### config.mk
export PLATFORM = sky130hd
export DESIGN_NAME = icache_fetch_requester
export DESIGN_NICKNAME = d
export VERILOG_FILES = /design/src/rtl/icache_fetch_requester.sv
export SDC_FILE = /design/constraint.sdc
export NUM_CORES = 1
export LEC_CHECK = 0
export CORE_MARGIN = 2
export CORE_UTILIZATION = 45
export DETAILED_ROUTE_END_ITERATION = 10
export PLACE_DENSITY = 0.76
export SYNTH_ARGS = -nofsm -noshare
export SYNTH_HDL_FRONTEND = slang
export SYNTH_SLANG_ARGS = --single-unit
export TNS_END_PERCENT = 5
### constraint.sdc
create_clock -name clock -period 4.73 [get_ports clock]
set_clock_uncertainty 0.1 [all_clocks]
set_input_delay 0.946 -clock clock [delete_from_list [all_inputs] [get_ports clock]]
set_output_delay 0.946 -clock clock [all_outputs]
set_load 0.1 [all_outputs]
### src/rtl/icache_fetch_requester.sv
// Instruction-fetch requester: issues sequential word addresses to the I-cache,
// tracks in-flight requests, and queues returned words with their PCs for decode.
module icache_fetch_requester #(
  parameter logic [31:0] RESET_PC = 32'hBFC0_0000,
  parameter int          DEPTH    = 4
) (
  input  logic        clock,
  input  logic        reset,
  input  logic        io_addr_ready,
  output logic        io_addr_valid,
  output logic [31:0] io_addr_bits,
  output logic        io_data_ready,
  input  logic        io_data_valid,
  input  logic [31:0] io_data_bits,
  input  logic        redirect_valid,
  input  logic [31:0] redirect_pc,
  output logic        inst_valid,
  input  logic        inst_ready,
  output logic [31:0] inst_bits,
  output logic [31:0] inst_pc
);

  localparam int AW = $clog2(DEPTH);
  localparam int CW = $clog2(DEPTH + 1);

  logic [31:0]    pc;
  logic [31:0]    held_addr;
  logic           pend_q;
  logic           stale_pend;
  logic [CW-1:0]  inflight;
  logic [CW-1:0]  inflight_nx;
  logic [CW-1:0]  drop_cnt;
  logic [CW-1:0]  qcount;
  logic [CW:0]    used;
  logic [AW-1:0]  iw_ptr, ir_ptr, qw_ptr, qr_ptr;

  logic [31:0]      ifa_addr [DEPTH];
  logic [DEPTH-1:0] ifa_stale;
  logic [31:0]      q_bits [DEPTH];
  logic [31:0]      q_pc   [DEPTH];

  logic        credit_ok, addr_fire, resp_fire, head_stale;
  logic        discard, enq, deq, push_stale;
  logic [31:0] redir_tgt;

  always_comb begin
    used          = {1'b0, inflight} + {1'b0, qcount};
    credit_ok     = used < (CW+1)'(DEPTH);
    // A shown request stays up (same address) until accepted, whatever the credit.
    io_addr_valid = reset && (pend_q || credit_ok);
    io_addr_bits  = pend_q ? held_addr : pc;
    io_data_ready = reset;
    addr_fire     = io_addr_valid && io_addr_ready;
    resp_fire     = io_data_valid && io_data_ready && (inflight != '0);
    head_stale    = ifa_stale[ir_ptr];
    discard       = head_stale || (drop_cnt != '0) || redirect_valid;
    enq           = resp_fire && !discard;
    inst_valid    = reset && (qcount != '0);
    deq           = inst_valid && inst_ready && !redirect_valid;
    push_stale    = stale_pend || redirect_valid;
    inflight_nx   = inflight + CW'(addr_fire) - CW'(resp_fire);
    redir_tgt     = redirect_pc & ~32'h3;
    inst_bits     = q_bits[qr_ptr];
    inst_pc       = q_pc[qr_ptr];
  end

  always_ff @(posedge clock) begin
    if (!reset) begin
      pc         <= RESET_PC;
      pend_q     <= 1'b0;
      stale_pend <= 1'b0;
      inflight   <= '0;
      drop_cnt   <= '0;
      qcount     <= '0;
      iw_ptr     <= '0;
      ir_ptr     <= '0;
      qw_ptr     <= '0;
      qr_ptr     <= '0;
    end else begin
      pend_q <= io_addr_valid && !io_addr_ready;
      if (addr_fire)
        stale_pend <= 1'b0;
      else if (redirect_valid && io_addr_valid)
        stale_pend <= 1'b1;

      // A held-over stale request was fetched from the old stream; pc already holds the target.
      if (redirect_valid)
        pc <= redir_tgt;
      else if (addr_fire && !stale_pend)
        pc <= pc + 32'd4;

      inflight <= inflight_nx;
      // drop_cnt tracks how many issue-FIFO entries are stale.
      if (redirect_valid)
        drop_cnt <= inflight_nx;
      else
        drop_cnt <= drop_cnt - CW'(resp_fire && head_stale) + CW'(addr_fire && push_stale);

      if (addr_fire) iw_ptr <= iw_ptr + AW'(1);
      if (resp_fire) ir_ptr <= ir_ptr + AW'(1);

      if (redirect_valid) begin
        qcount <= '0;
        qw_ptr <= '0;
        qr_ptr <= '0;
      end else begin
        qcount <= qcount + CW'(enq) - CW'(deq);
        if (enq) qw_ptr <= qw_ptr + AW'(1);
        if (deq) qr_ptr <= qr_ptr + AW'(1);
      end
    end
  end

  // Payload storage; only entries covered by the control pointers are ever read.
  always_ff @(posedge clock) begin
    if (!pend_q)
      held_addr <= pc;
    if (redirect_valid) begin
      for (int i = 0; i < DEPTH; i++)
        ifa_stale[i] <= 1'b1;
    end
    if (addr_fire) begin
      ifa_addr[iw_ptr]  <= io_addr_bits;
      ifa_stale[iw_ptr] <= push_stale;
    end
    if (enq) begin
      q_bits[qw_ptr] <= io_data_bits;
      q_pc[qw_ptr]   <= ifa_addr[ir_ptr];
    end
  end

endmodule

* After elaboration in Yosys (flattened, before gate mapping)
Memories as Yosys holds them, arrays and structs flattened. A register that Yosys moved wholly into a read port is not among the register bits. Index checks and enable logic that the tools add are counted. Widths: inputs -> output; s select.
Word-level totals: register bits after elaboration 87, RAM bits 384, input port bits 70, output and inout bits 99, word-level logic and storage cells 82, memories kept 3
Cells by class: add/subtract/negate cells 12, $lt $le $gt $ge 4, mux-type cells 21, bitwise logic cells 1, reductions and logical operators 28
Memories:
- ifa_addr | words 4, width 32, read ports 1, clocked after memory_dff 1, wr ports 1, RTL line 37 | logic [31:0] ifa_addr [DEPTH];
- q_bits | words 4, width 32, read ports 1, clocked after memory_dff 1, wr ports 1, RTL line 39 | logic [31:0] q_bits [DEPTH];
- q_pc | words 4, width 32, read ports 1, clocked after memory_dff 1, wr ports 1, RTL line 40 | logic [31:0] q_pc [DEPTH];
Operator list (count):
- $mux 32 | 3
- $add 32x3->32 const B | 1
- $logic_and 1x1->1 | 14
- $mux 2 | 6
- $add 3x1->3 | 3
- $reduce_bool 3->1 | 3
- $sub 3x1->3 | 3
- $add 2x1->2 const B | 4
- $mux 4 | 2
- $lt 2x3->1 const B | 2
- $mux 1 | 6
- $add 3x3->4 | 1
- $bwmux 4 | 1
- $logic_not 1->1 | 4
- $logic_or 1x1->1 | 4
- $lt 4x3->1 const B | 1
- $reduce_or 2->1 | 2
- $mux 3 | 1
- $bmux 1 s2 | 1
- $demux 1 s2 | 1
- $ge 2x1->1 const B | 1
- $reduce_bool 2->1 | 1
- $not 1->1 | 1

* Logic depth before layout (Yosys ltp)
word-level depth 8, depth in mapped cells 13, gate-level depth less buffers 12

* Worst setup path before layout
OpenSTA, ideal clock, no wires.
path type reg2out, start point register pend_q, end point output port io_addr_bits[12], data arrival time 2976 ps, data required time 3684 ps, path slack 708 ps, cell stages (with the launch flop) 4, path buffers 2, cell sequence dfxtp_1 > clkbuf_1 > clkbuf_1 > o21ai_0
On the way: cells in the longest elaborated chain, start to end 1
RTL lines:
- from (decl) | RTL line 28 | logic pend_q;
- from (signal assigned) | RTL line 80 | pend_q <= io_addr_valid && !io_addr_ready;
- $mux 32
- to (decl) | RTL line 11 | output logic [31:0] io_addr_bits,
Every way passes these cells.

==> flow_summary.json <==
{
  "status": "finished, final reports clean",
  "slowest_stage": "clkdlybuf4s50_1",
  "ys_ff_latch": 473,
  "grt_max_degree": 52,
  "comb_power_share": 0.108,
  "ys.flop_type": "edfxtp_1",
  "hp-class": "reg2reg",
  "critPathCaptureType": "output port",
  "nFillCells": 3095,
  "min_from": "ifa_stale[2]$_DFF_P_",
  "yosys-top-cells-count": "edfxtp_1 (384), mux4_2 (97), dfxtp_1 (89)",
  "swShare": 0.239,
  "drc": 0,
  "clock.fmax_mhz": 240,
  "powerDensity_nw_per_um2": 436,
  "syn_inst": 920,
  "cts_htree_levels": 2,
  "synthesis.nets": 1010,
  "die_h_um": 204,
  "finalSetupViolCount": 0,
  "port_buffers": 166,
  "multi_input_area_um2": 4400,
  "yosysMostFrequentCell": "edfxtp_1",
  "max-slew-margin-rel": 0.323,
  "synth_async_sr_flop_share": 0,
  "r2r-start": "qcount[2]$_SDFF_PP0_",
  "wl_met3_mm": 1.96,
  "antenna_left": 0,
  "path_buf_inv": 2,
  "finalHoldViolCount": 0,
  "m1WireLength_mm": 15.2,
  "final-max-slew-violation-count": 0,
  "p_total_uw": 9510,
  "via_per_inst": 5.36,
  "top_layer": "met4",
  "grt_pass1_wl_mm": 55.1,
  "post_cts_buffers": 0,
  "rsz0062_at_grt": "false",
  "cts.sinks": 473,
  "p_int_uw": 7240,
  "netlist_area_um2": 18000,
  "diodes": 0,
  "path_cells": "buf_12 -> mux4_2 -> clkdlybuf4s50_1",
  "wl_per_cell_um": 21.7,
  "yosysSeqAreaShare": 0.740,
  "worstMarginPinSlew_ns": 1.01,
  "synth.area.top_cells": "edfxtp_1 (64%), mux4_2 (12%), dfxtp_1 (9.9%), mux2_2 (1.8%), xnor2_1 (1.7%)",
  "cpLargestDelayFamily": "buffers and inverters",
  "required_ns": 3.68,
  "period_needed_ns": 4.16,
  "power_frac_clock": 0.384,
  "die_area_um2": 41600,
  "fin_setup_tns_ns": 0,
  "drt_wl_total_mm": 36.3,
  "synth-edff-count": 384,
  "seqPwrFrac": 0.509,
  "cts_tree": "done",
  "cts_buffers": 46,
  "cts-root-buf": "clkbuf_16",
  "hold_buffers": 0,
  "power.leakage_uw": 0.00710,
  "cp.arrival_ns": 3.12,
  "grt_usage": 0.177,
  "maxCapViolations": 0,
  "cp_max_fo": 34,
  "ioPinCount": 169,
  "fin_nets": 1202,
  "ys_warn_count": 0,
  "ctsResizeCount": 0,
  "syn_to_final_growth_pct": 21.2,
  "clkLatencyLatePin_ns": 0.58,
  "dp_hpwl_mm": 22.6,
  "critPathKind": "reg2out",
  "num_vias": 8968,
  "crit_path_max_incr_delay_ns": 0.98,
  "clockBufferDepth": 3,
  "fin_crit_sh": 0.880,
  "start_util": 0.454,
  "power.switching_uw": 2270,
  "instances_no_fill": 1674,
  "firstDrtPassIters": 5,
  "cts.reportedPaths.clkPinSlew_ns": 0.07,
  "drive_above_1_share": 0.277,
  "register_area_um2": 13300,
  "dpl.cell_count": 1589,
  "synth_largest_area_cell": "edfxtp_1",
  "postSynthAreaPerCell_um2": 19.6,
  "num_rows": 73,
  "setup.worst_path.start_class": "flop",
  "grt_remaining_overflow": 0,
  "yosysTopAreaCellShare": 0.641,
  "place_congestion": 0.818,
  "drt-initial-drc-count": 623,
  "ys_types": 45,
  "vdd_drop_max_v": 0.000238,
  "grt_pass1_vias": 9267,
  "antenna_found_initial": 0,
  "dr_wl_met2_mm": 18.4,
  "core_area_um2": 39600,
  "die_w_um": 204
}
## power groups by stage
stage	registers (uW)	logic (uW)	clock network, uW
finish	4840	1030	3650
global route	4860	1090	3890
CTS	4840	1040	3740
detailed placement	4930	1030	0
global placement	4920	1010	0
floorplan	4870	764	0
## cells in the final DEF (no fill, tap or decap), types with 5 or more instances in the layout
master	n
buf_4	76
and2_1	14
nand3_1	11
nor2_1	22
clkdlybuf4s50_1	105
edfxtp_1	384
mux4_2	97
o21ai_0	22
clkbuf_1	11
nand2_1	18
xnor2_1	34
nor3_2	5
clkbuf_8	6
buf_12	10
dfxtp_1	86
a21oi_1	27
inv_1	22
ha_1	17
nor4_2	12
mux2_2	29
nand4_1	8
clkinv_1	7
clkinv_2	5
nor4b_2	5
xor2_1	5
clkbuf_16	47
## through the flow
step	setup slack (ns)	instance area (um^2)	hold WS (ns)	utilization
CTS	0.482	21800	0.400	0.550
global placement	0.733	20300	0.376	0.512
finish	0.567	21800	0.400	0.550
global route	0.414	21800	0.432	0.550
floorplan	0.708	18000	0.365	-
detailed placement	0.686	20300	0.385	0.512
## worst reg2reg max path, stage by stage (launching register included)
cell and delay (ns):
dfxtp_1 0.40, ha_1 0.27, nor4b_2 0.28, a22oi_2 0.09
nor2_1 0.31, o21ai_0 0.16, ha_1 0.30, inv_1 0.04
ha_1 0.18, fa_1 0.38, xnor2_1 0.17, xnor2_1 0.14
a2bb2oi_1 0.08
## final timing paths
kind,slack [ns],to,cells after the start
worst max-delay path,0.57,inst_bits[8],3
worst min-delay path,0.40,ifa_stale[2]$_DFF_P_,2
worst max register to register,1.67,drop_cnt[2]$_SDFF_PN0_,12
worst min register to register,0.40,ifa_stale[2]$_DFF_P_,2
## flip-flops by register name (all words and copies together) (netlist names), 3 cells and up, named ones only
name	flops
drop_cnt	3
held_addr	32
ifa_addr	128
ifa_stale	4
inflight	3
pc	30
q_bits	128
q_pc	128
qcount	3
## layout make-up
| class | instances | area share |
|---|---|---|
| Inverter | 23 | 0.00396 |
| Multi-Input combinational cell | 377 | 0.202 |
| Sequential cell | 473 | 0.611 |
| Clock buffer | 64 | 0.0596 |
| Timing Repair Buffer | 191 | 0.0835 |
| Tap cell | 525 | 0.0301 |
| Clock inverter | 21 | 0.0103 |
## per-layer routing
layer,global-route usage,vias to the layer above
met5,0,-
met4,0.0450,0
met3,0.0352,52
met2,0.306,253
met1,0.232,4627
li1,-,4036
## cells by family after synthesis
logic type | Yosys count | synth area share
flip-flops | 473 | 0.740
multiplexers | 130 | 0.142
AND/OR/NAND/NOR | 124 | 0.0476
buffers and inverters | 70 | 0.0166
AO/OA/AOI/OAI | 64 | 0.0198
XOR/XNOR | 39 | 0.0190
adder cells (fa/ha/maj) | 20 | 0.0152
Power figures use the tool's default switching activity.
